==> src/rtl/des_perm_pipe.sv <==
// Registered DES IP/FP permutation with valid/ready handshake and 2-entry skid buffer.
// Optional macro DES_PERM_SWAP_EN adds swap_i (exchange 32-bit halves before FP).
module des_perm_pipe #(
    parameter int unsigned LANES = 1,
    parameter int unsigned TAG_W = 4,
    parameter int unsigned CNT_W = 16
) (
    input  logic                  clk_i,
    input  logic                  rst_i,
    input  logic                  valid_i,
    output logic                  ready_o,
    input  logic                  mode_i,
`ifdef DES_PERM_SWAP_EN
    input  logic                  swap_i,
`endif
    input  logic [TAG_W-1:0]      tag_i,
    input  logic [64*LANES-1:0]   data_i,
    output logic                  valid_o,
    input  logic                  ready_i,
    output logic [TAG_W-1:0]      tag_o,
    output logic [64*LANES-1:0]   data_o,
    output logic [CNT_W-1:0]      count_o
);

    localparam int unsigned W = 64 * LANES;

    localparam logic [1:0] ST_EMPTY = 2'd0;
    localparam logic [1:0] ST_ONE   = 2'd1;
    localparam logic [1:0] ST_TWO   = 2'd2;

    // Source bit (DES numbering, 1 = MSB) for each output bit 1..64.
    localparam int unsigned IP_T [64] = '{
        58, 50, 42, 34, 26, 18, 10,  2,
        60, 52, 44, 36, 28, 20, 12,  4,
        62, 54, 46, 38, 30, 22, 14,  6,
        64, 56, 48, 40, 32, 24, 16,  8,
        57, 49, 41, 33, 25, 17,  9,  1,
        59, 51, 43, 35, 27, 19, 11,  3,
        61, 53, 45, 37, 29, 21, 13,  5,
        63, 55, 47, 39, 31, 23, 15,  7
    };

    localparam int unsigned FP_T [64] = '{
        40,  8, 48, 16, 56, 24, 64, 32,
        39,  7, 47, 15, 55, 23, 63, 31,
        38,  6, 46, 14, 54, 22, 62, 30,
        37,  5, 45, 13, 53, 21, 61, 29,
        36,  4, 44, 12, 52, 20, 60, 28,
        35,  3, 43, 11, 51, 19, 59, 27,
        34,  2, 42, 10, 50, 18, 58, 26,
        33,  1, 41,  9, 49, 17, 57, 25
    };

    function automatic logic [63:0] permute(input logic [63:0] x, input logic fp);
        logic [63:0] y;
        logic [5:0]  src;
        y = '0;
        for (int unsigned i = 0; i < 64; i++) begin
            src = 6'(64 - (fp ? FP_T[i] : IP_T[i]));
            y[6'(63 - i)] = x[src];
        end
        return y;
    endfunction

    logic [W-1:0] perm_d;

    for (genvar k = 0; k < LANES; k++) begin : g_lane
        logic [63:0] lane;
        always_comb begin
            lane = data_i[64*k +: 64];
`ifdef DES_PERM_SWAP_EN
            if (swap_i && mode_i) begin
                lane = {lane[31:0], lane[63:32]};
            end
`endif
        end
        assign perm_d[64*k +: 64] = permute(lane, mode_i);
    end

    logic [1:0]       state_q, state_d;
    logic [W-1:0]     main_q, main_d;
    logic [W-1:0]     skid_q, skid_d;
    logic [TAG_W-1:0] mtag_q, mtag_d;
    logic [TAG_W-1:0] stag_q, stag_d;
    logic [CNT_W-1:0] count_q, count_d;
    logic             init_q;
    logic             accept;
    logic             drain;

    // init_q keeps ready_o low through reset and for the first edge after release.
    assign valid_o = (state_q != ST_EMPTY);
    assign ready_o = init_q && (state_q != ST_TWO);
    assign accept  = valid_i && ready_o;
    assign drain   = valid_o && ready_i;
    assign data_o  = main_q;
    assign tag_o   = mtag_q;
    assign count_o = count_q;

    always_comb begin
        state_d = state_q;
        main_d  = main_q;
        skid_d  = skid_q;
        mtag_d  = mtag_q;
        stag_d  = stag_q;
        count_d = drain ? count_q + CNT_W'(1) : count_q;
        case (state_q)
            ST_EMPTY: begin
                if (accept) begin
                    main_d  = perm_d;
                    mtag_d  = tag_i;
                    state_d = ST_ONE;
                end
            end
            ST_ONE: begin
                if (accept && drain) begin
                    main_d = perm_d;
                    mtag_d = tag_i;
                end else if (accept) begin
                    skid_d  = perm_d;
                    stag_d  = tag_i;
                    state_d = ST_TWO;
                end else if (drain) begin
                    state_d = ST_EMPTY;
                end
            end
            ST_TWO: begin
                if (drain) begin
                    main_d  = skid_q;
                    mtag_d  = stag_q;
                    state_d = ST_ONE;
                end
            end
            default: state_d = ST_EMPTY;
        endcase
    end

    always_ff @(posedge clk_i or posedge rst_i) begin
        if (rst_i) begin
            state_q <= ST_EMPTY;
            main_q  <= '0;
            skid_q  <= '0;
            mtag_q  <= '0;
            stag_q  <= '0;
            count_q <= '0;
            init_q  <= 1'b0;
        end else begin
            state_q <= state_d;
            main_q  <= main_d;
            skid_q  <= skid_d;
            mtag_q  <= mtag_d;
            stag_q  <= stag_d;
            count_q <= count_d;
            init_q  <= 1'b1;
        end
    end

endmodule
==> config.mk <==
export PLATFORM = sky130hd
export DESIGN_NAME = des_perm_pipe
export DESIGN_NICKNAME = d
export VERILOG_FILES = /design/src/rtl/des_perm_pipe.sv
export SDC_FILE = /design/constraint.sdc
export NUM_CORES = 1
export LEC_CHECK = 0
export BUFFER_PORTS_ARGS = -buffer_cell sky130_fd_sc_hd__buf_2
export CORE_ASPECT_RATIO = 1.4
export CORE_UTILIZATION = 49
export DETAILED_ROUTE_END_ITERATION = 10
export HOLD_SLACK_MARGIN = 0.06
export PLACE_DENSITY = 0.86
export SLEW_MARGIN = 10
export SYNTH_ARGS = -nofsm -noshare
export SYNTH_HDL_FRONTEND = slang
export SYNTH_SLANG_ARGS = --single-unit
==> constraint.sdc <==
create_clock -name clk_i -period 4.1 [get_ports clk_i]
set_input_delay 0.205 -clock clk_i [delete_from_list [all_inputs] [get_ports clk_i]]
set_output_delay 0.205 -clock clk_i [all_outputs]
set_load 0.005 [all_outputs]
==> metrics.md <==
| Metric | Value |
|---|---|
| Post-synthesis register bit count | `roughly 160` |
| Top cells by area in the synthesized netlist | `sky130_fd_sc_hd__dfrtp_1 55%, sky130_fd_sc_hd__mux2i_1 9.8%, sky130_fd_sc_hd__a21oi_1 9.2%, sky130_fd_sc_hd__nor2_1 7.2%, sky130_fd_sc_hd__o21ai_0 4.3%` |
| Sequential share of power | `between 40% and 50%` |
| Buffer type at the clock tree root | `sky130_fd_sc_hd__clkbuf_16` |
| Final clock period utilization by the worst path | `between 50 and 60%` |
| CP Class | `flop to flop` |
| I/O Pins | `roughly 160` |
| Detail Placement HPWL | `~11,000 µm` |
| Post-route minimum period | `2.40 ns` |
| Area growth from synthesis to layout | `21.2%` |
| Share of synthesized flip-flops with an asynchronous set or reset | `between 90% and 100%` |
| Final core utilization | `61.1%` |
| Synthesized-area fraction occupied by xor and xnor cells | `1.87%` |
| Number of pins with negative max-slew slack in the final report | `0` |
| Insertion delay of the later-clocked pin in the worst-skew pair | `between 0.4 and 0.5 ns` |
| Wire length of the first global-routing pass | `about 26,000 µm` |
| Setup tns final | `0 ns` |
| Mean number of vias per cell | `5.26` |
| Final count of hold timing violations | `0` |
| Compound-Gate Fraction of Synth Area | `roughly 14%` |
| Power density cells | `a little under 600 nW/µm²` |
| Final Setup Violations | `0` |
| Fraction of the yosys area taken by sequential cells | `a little under three fifths` |
| Leading area contributor after synthesis | `sky130_fd_sc_hd__dfrtp_1` |
| Worst endpoint data arrival time | `about 2.7 ns` |
| Switching pwr | `approximately 1.5 mW` |
| Unrepaired setup endpoints after global routing | `false` |
| Netlist cell types | `33` |
| DRT Wirelength | `between 15,000 and 20,000 µm` |
| Number of flops mapped to enable cells by yosys | `0` |
| CP required | `around 4.4 ns` |
| Detailed Routing Iterations Pass 1 | `5` |
| Gate power share | `a little under a quarter` |
| Crit end category | `flop` |
| Number of I/O port buffers | `approximately 160` |
| Simple-gate portion of the synthesized area | `roughly an eighth` |
| Share of power burned in the clock network | `30.9%` |
| CTS tree | `yes` |
| Main synth FF type | `sky130_fd_sc_hd__dfrtp_1` |
| Clock-pin slew on the worst setup and hold paths | `0.06 ns` |
| Share of synthesized cell area in full adder, half adder and majority cells | `less than 1%` |
| Filler Cell Count | `1,204` |
| Critical Path Slowest Stage Cell | `sky130_fd_sc_hd__o221ai_4` |
| Non-filler cells in the finished layout | `around 1,100` |
| Maximum number of pins on one net before global-route repair | `130` |
| Inserted Clock Buffers | `17` |
| Most instantiated library cell after synthesis | `sky130_fd_sc_hd__dfrtp_1` |
| Post-layout nets | `932` |
| Ordered list of cells on the worst path | `nand2b_4, o221ai_4, buf_12, nor2_1, a21oi_1` |
| Netlist area before placement | `7010 µm²` |
| Ratio of cells with drive above 1 in the final layout | `between 20% and 30%` |
| Routed Antenna Nets | `0` |
| Number of antenna violations at the first check in global routing | `1` |
| Multiplexer fraction of the synthesized cell area | `between 10 and 15%` |
| Largest family of logic cells by synthesized area | `compound AO/OA/AOI/OAI gates` |
| Placed cell count | `a little over 1,000` |
| Horizontal extent of the die | `103 µm` |
| First DRT Iteration DRCs | `approximately 300` |
| Switching fraction of total power | `between 30 and 40%` |
| Total DRC errors in the routed layout | `0` |
| Wire length per cell | `15.7 µm` |
| Relative max-transition margin | `a little under 30%` |
| Most used standard cells in the synthesized netlist | `155 x sky130_fd_sc_hd__dfrtp_1, 135 x sky130_fd_sc_hd__nor2_1, 129 x sky130_fd_sc_hd__a21oi_1, 69 x sky130_fd_sc_hd__mux2i_1, 65 x sky130_fd_sc_hd__nand2_1` |
| Worst vdd ir | `0.299 mV` |
| Initial core utilization | `50.4%` |
| Internal power consumption | `around 3.5 mW` |
| Leakage component of the power | `approximately 4 nW` |
| Mapped Cells | `between 700 and 800` |
| Total congestion overflow | `0` |
| Area of the core | `between 10,000 and 15,000 µm²` |
| Setup Fix Bufs, Post-CTS | `0` |
| Result of the run | `completed` |
| Overall routing resource usage | `a little under a quarter` |
| Setup slack on the worst flop-to-flop path | `between 1.5 and 2 ns` |
| Clk sink count | `around 160` |
| Number of max-cap violations | `0` |
| Critical Path Start Type | `flop` |
| Row count | `51` |
| Share of the synthesized area in the top cell type | `between 50% and 60%` |
| Number of global-route vias before repair | `5,099` |
| Via Count | `between 5,000 and 6,000` |
| Yosys warning count | `0` |
| Worst hold path class | `input port to flop` |
| Pin slew with the least headroom to its limit | `between 1 and 1.5 ns` |
| Peak per-stage delay on the critical path | `around 0.75 ns` |
| Synthesized area per cell | `~9.7 µm²` |
| Die Height | `around 140 µm` |
| Post-route clock skew | `approximately 0.0072 ns` |
| Worst-case clock buffer depth | `2` |
| Post-Syn Nets | `794` |
| Final GP Congestion | `slightly below 0.8` |
| Floorplan die area | `about 15,000 µm²` |
| CTS H-tree depth | `4` |
| Peak Freq | `between 400 and 500 MHz` |
| Maximum fanout along the worst path | `106` |
-- path summary, 6_finish.rpt --
check	startpoint	end	cells past startpoint
max reg2reg	state_q[1]	data_o[21]	5
min in group asynchronous	rst_i	data_o[16]	3
min reg2reg	count_o[15]	count_o[15]	1
max in group asynchronous	rst_i	skid_q[57]	4
max	state_q[1]	data_o[21]	5
min	ready_i	state_q[1]	2
-- state kept, by name, indices dropped and copies added, names as in the netlist --
| signal | cells |
|---|---|
| skid_q | 64 |
| init_q | 1 |
| tag_o | 4 |
| stag_q | 4 |
| data_o | 64 |
| count_o | 16 |
| state_q | 2 |
-- worst max-delay path: cells and delay by family, from the launching register on --
| family | cells | cell delay, ns |
|---|---|---|
| flops | 1 | 0.56 |
| compound gates | 2 | 0.89 |
| simple gates | 2 | 0.37 |
| buf+inv | 1 | 0.44 |
-- repair_timing --
action,4_1_cts,5_1_grt
endpoints found under the hold margin,11,0
hold buffers,9,0
resized for setup,0,0
-- area by class of cell --
type	count	area, µm²	area share [%]
clock inverter	12	123	1.44
inverter	4	18.8	0.221
antenna	1	2.50	0.0294
tap	185	231	2.72
multi-input combinational	509	2840	33.4
clock buffer	20	457	5.37
sequential	155	3880	45.6
timing repair buffer	171	951	11.2
-- metal layers --
layer	wire length (µm)	global-route usage, %	share of wire (%)
met4	633	12.6	3.8
met3	1010	6.18	6.1
met5	0	0	0
met1	7040	30.5	42
met2	7930	35.9	48
-- power groups by stage --
stage / Clock, mW / Combinational, mW / Sequential, mW
finish: 1.54 / 1.13 / 2.31
floorplan: 0 / 0.669 / 2.30
CTS: 1.56 / 1.15 / 2.30
global route: 1.62 / 1.29 / 2.37
detailed placement: 0 / 1.13 / 2.32
global placement: 0 / 1.09 / 2.31
-- placed cells by master, fill, tap and decap left out, drive strengths merged, types with 3 or more instances in the layout --
| cell type | instances |
|---|---|
| dlygate4sd3 | 9 |
| a21oi | 129 |
| inv | 3 |
| nand2 | 65 |
| buf | 162 |
| clkbuf | 20 |
| nand3 | 4 |
| mux2 | 9 |
| mux2i | 69 |
| nor2 | 135 |
| dfrtp | 155 |
| xnor2 | 10 |
| clkinvlp | 6 |
| nand4 | 4 |
| clkinv | 5 |
| o21ai | 60 |
| xor2 | 5 |
-- per-stage QoR --
stage               power (mW)  hold slack (ns)  setup WS [ns]  area (µm²)
floorplan                 2.97            0.357           1.94        7020
global placement          3.40            0.452           1.85        7830
detailed placement        3.45            0.457           1.75        7830
CTS                       5.01           0.0885           1.72        8500
global route              5.28            0.105           1.48        8500
finish                    4.98           0.0966           1.70        8500
-- kinds of logic (layout without fill, tap and decap cells) --
logic type	count (synthesis)	count (layout)
compound gates	194	194
xor+xnor	15	15
fa+ha+maj	1	1
buf+inv	56	207
flops	155	155
mux	78	78
other cells	1	2
simple gates	220	220
Power figures use the tool's default switching activity.
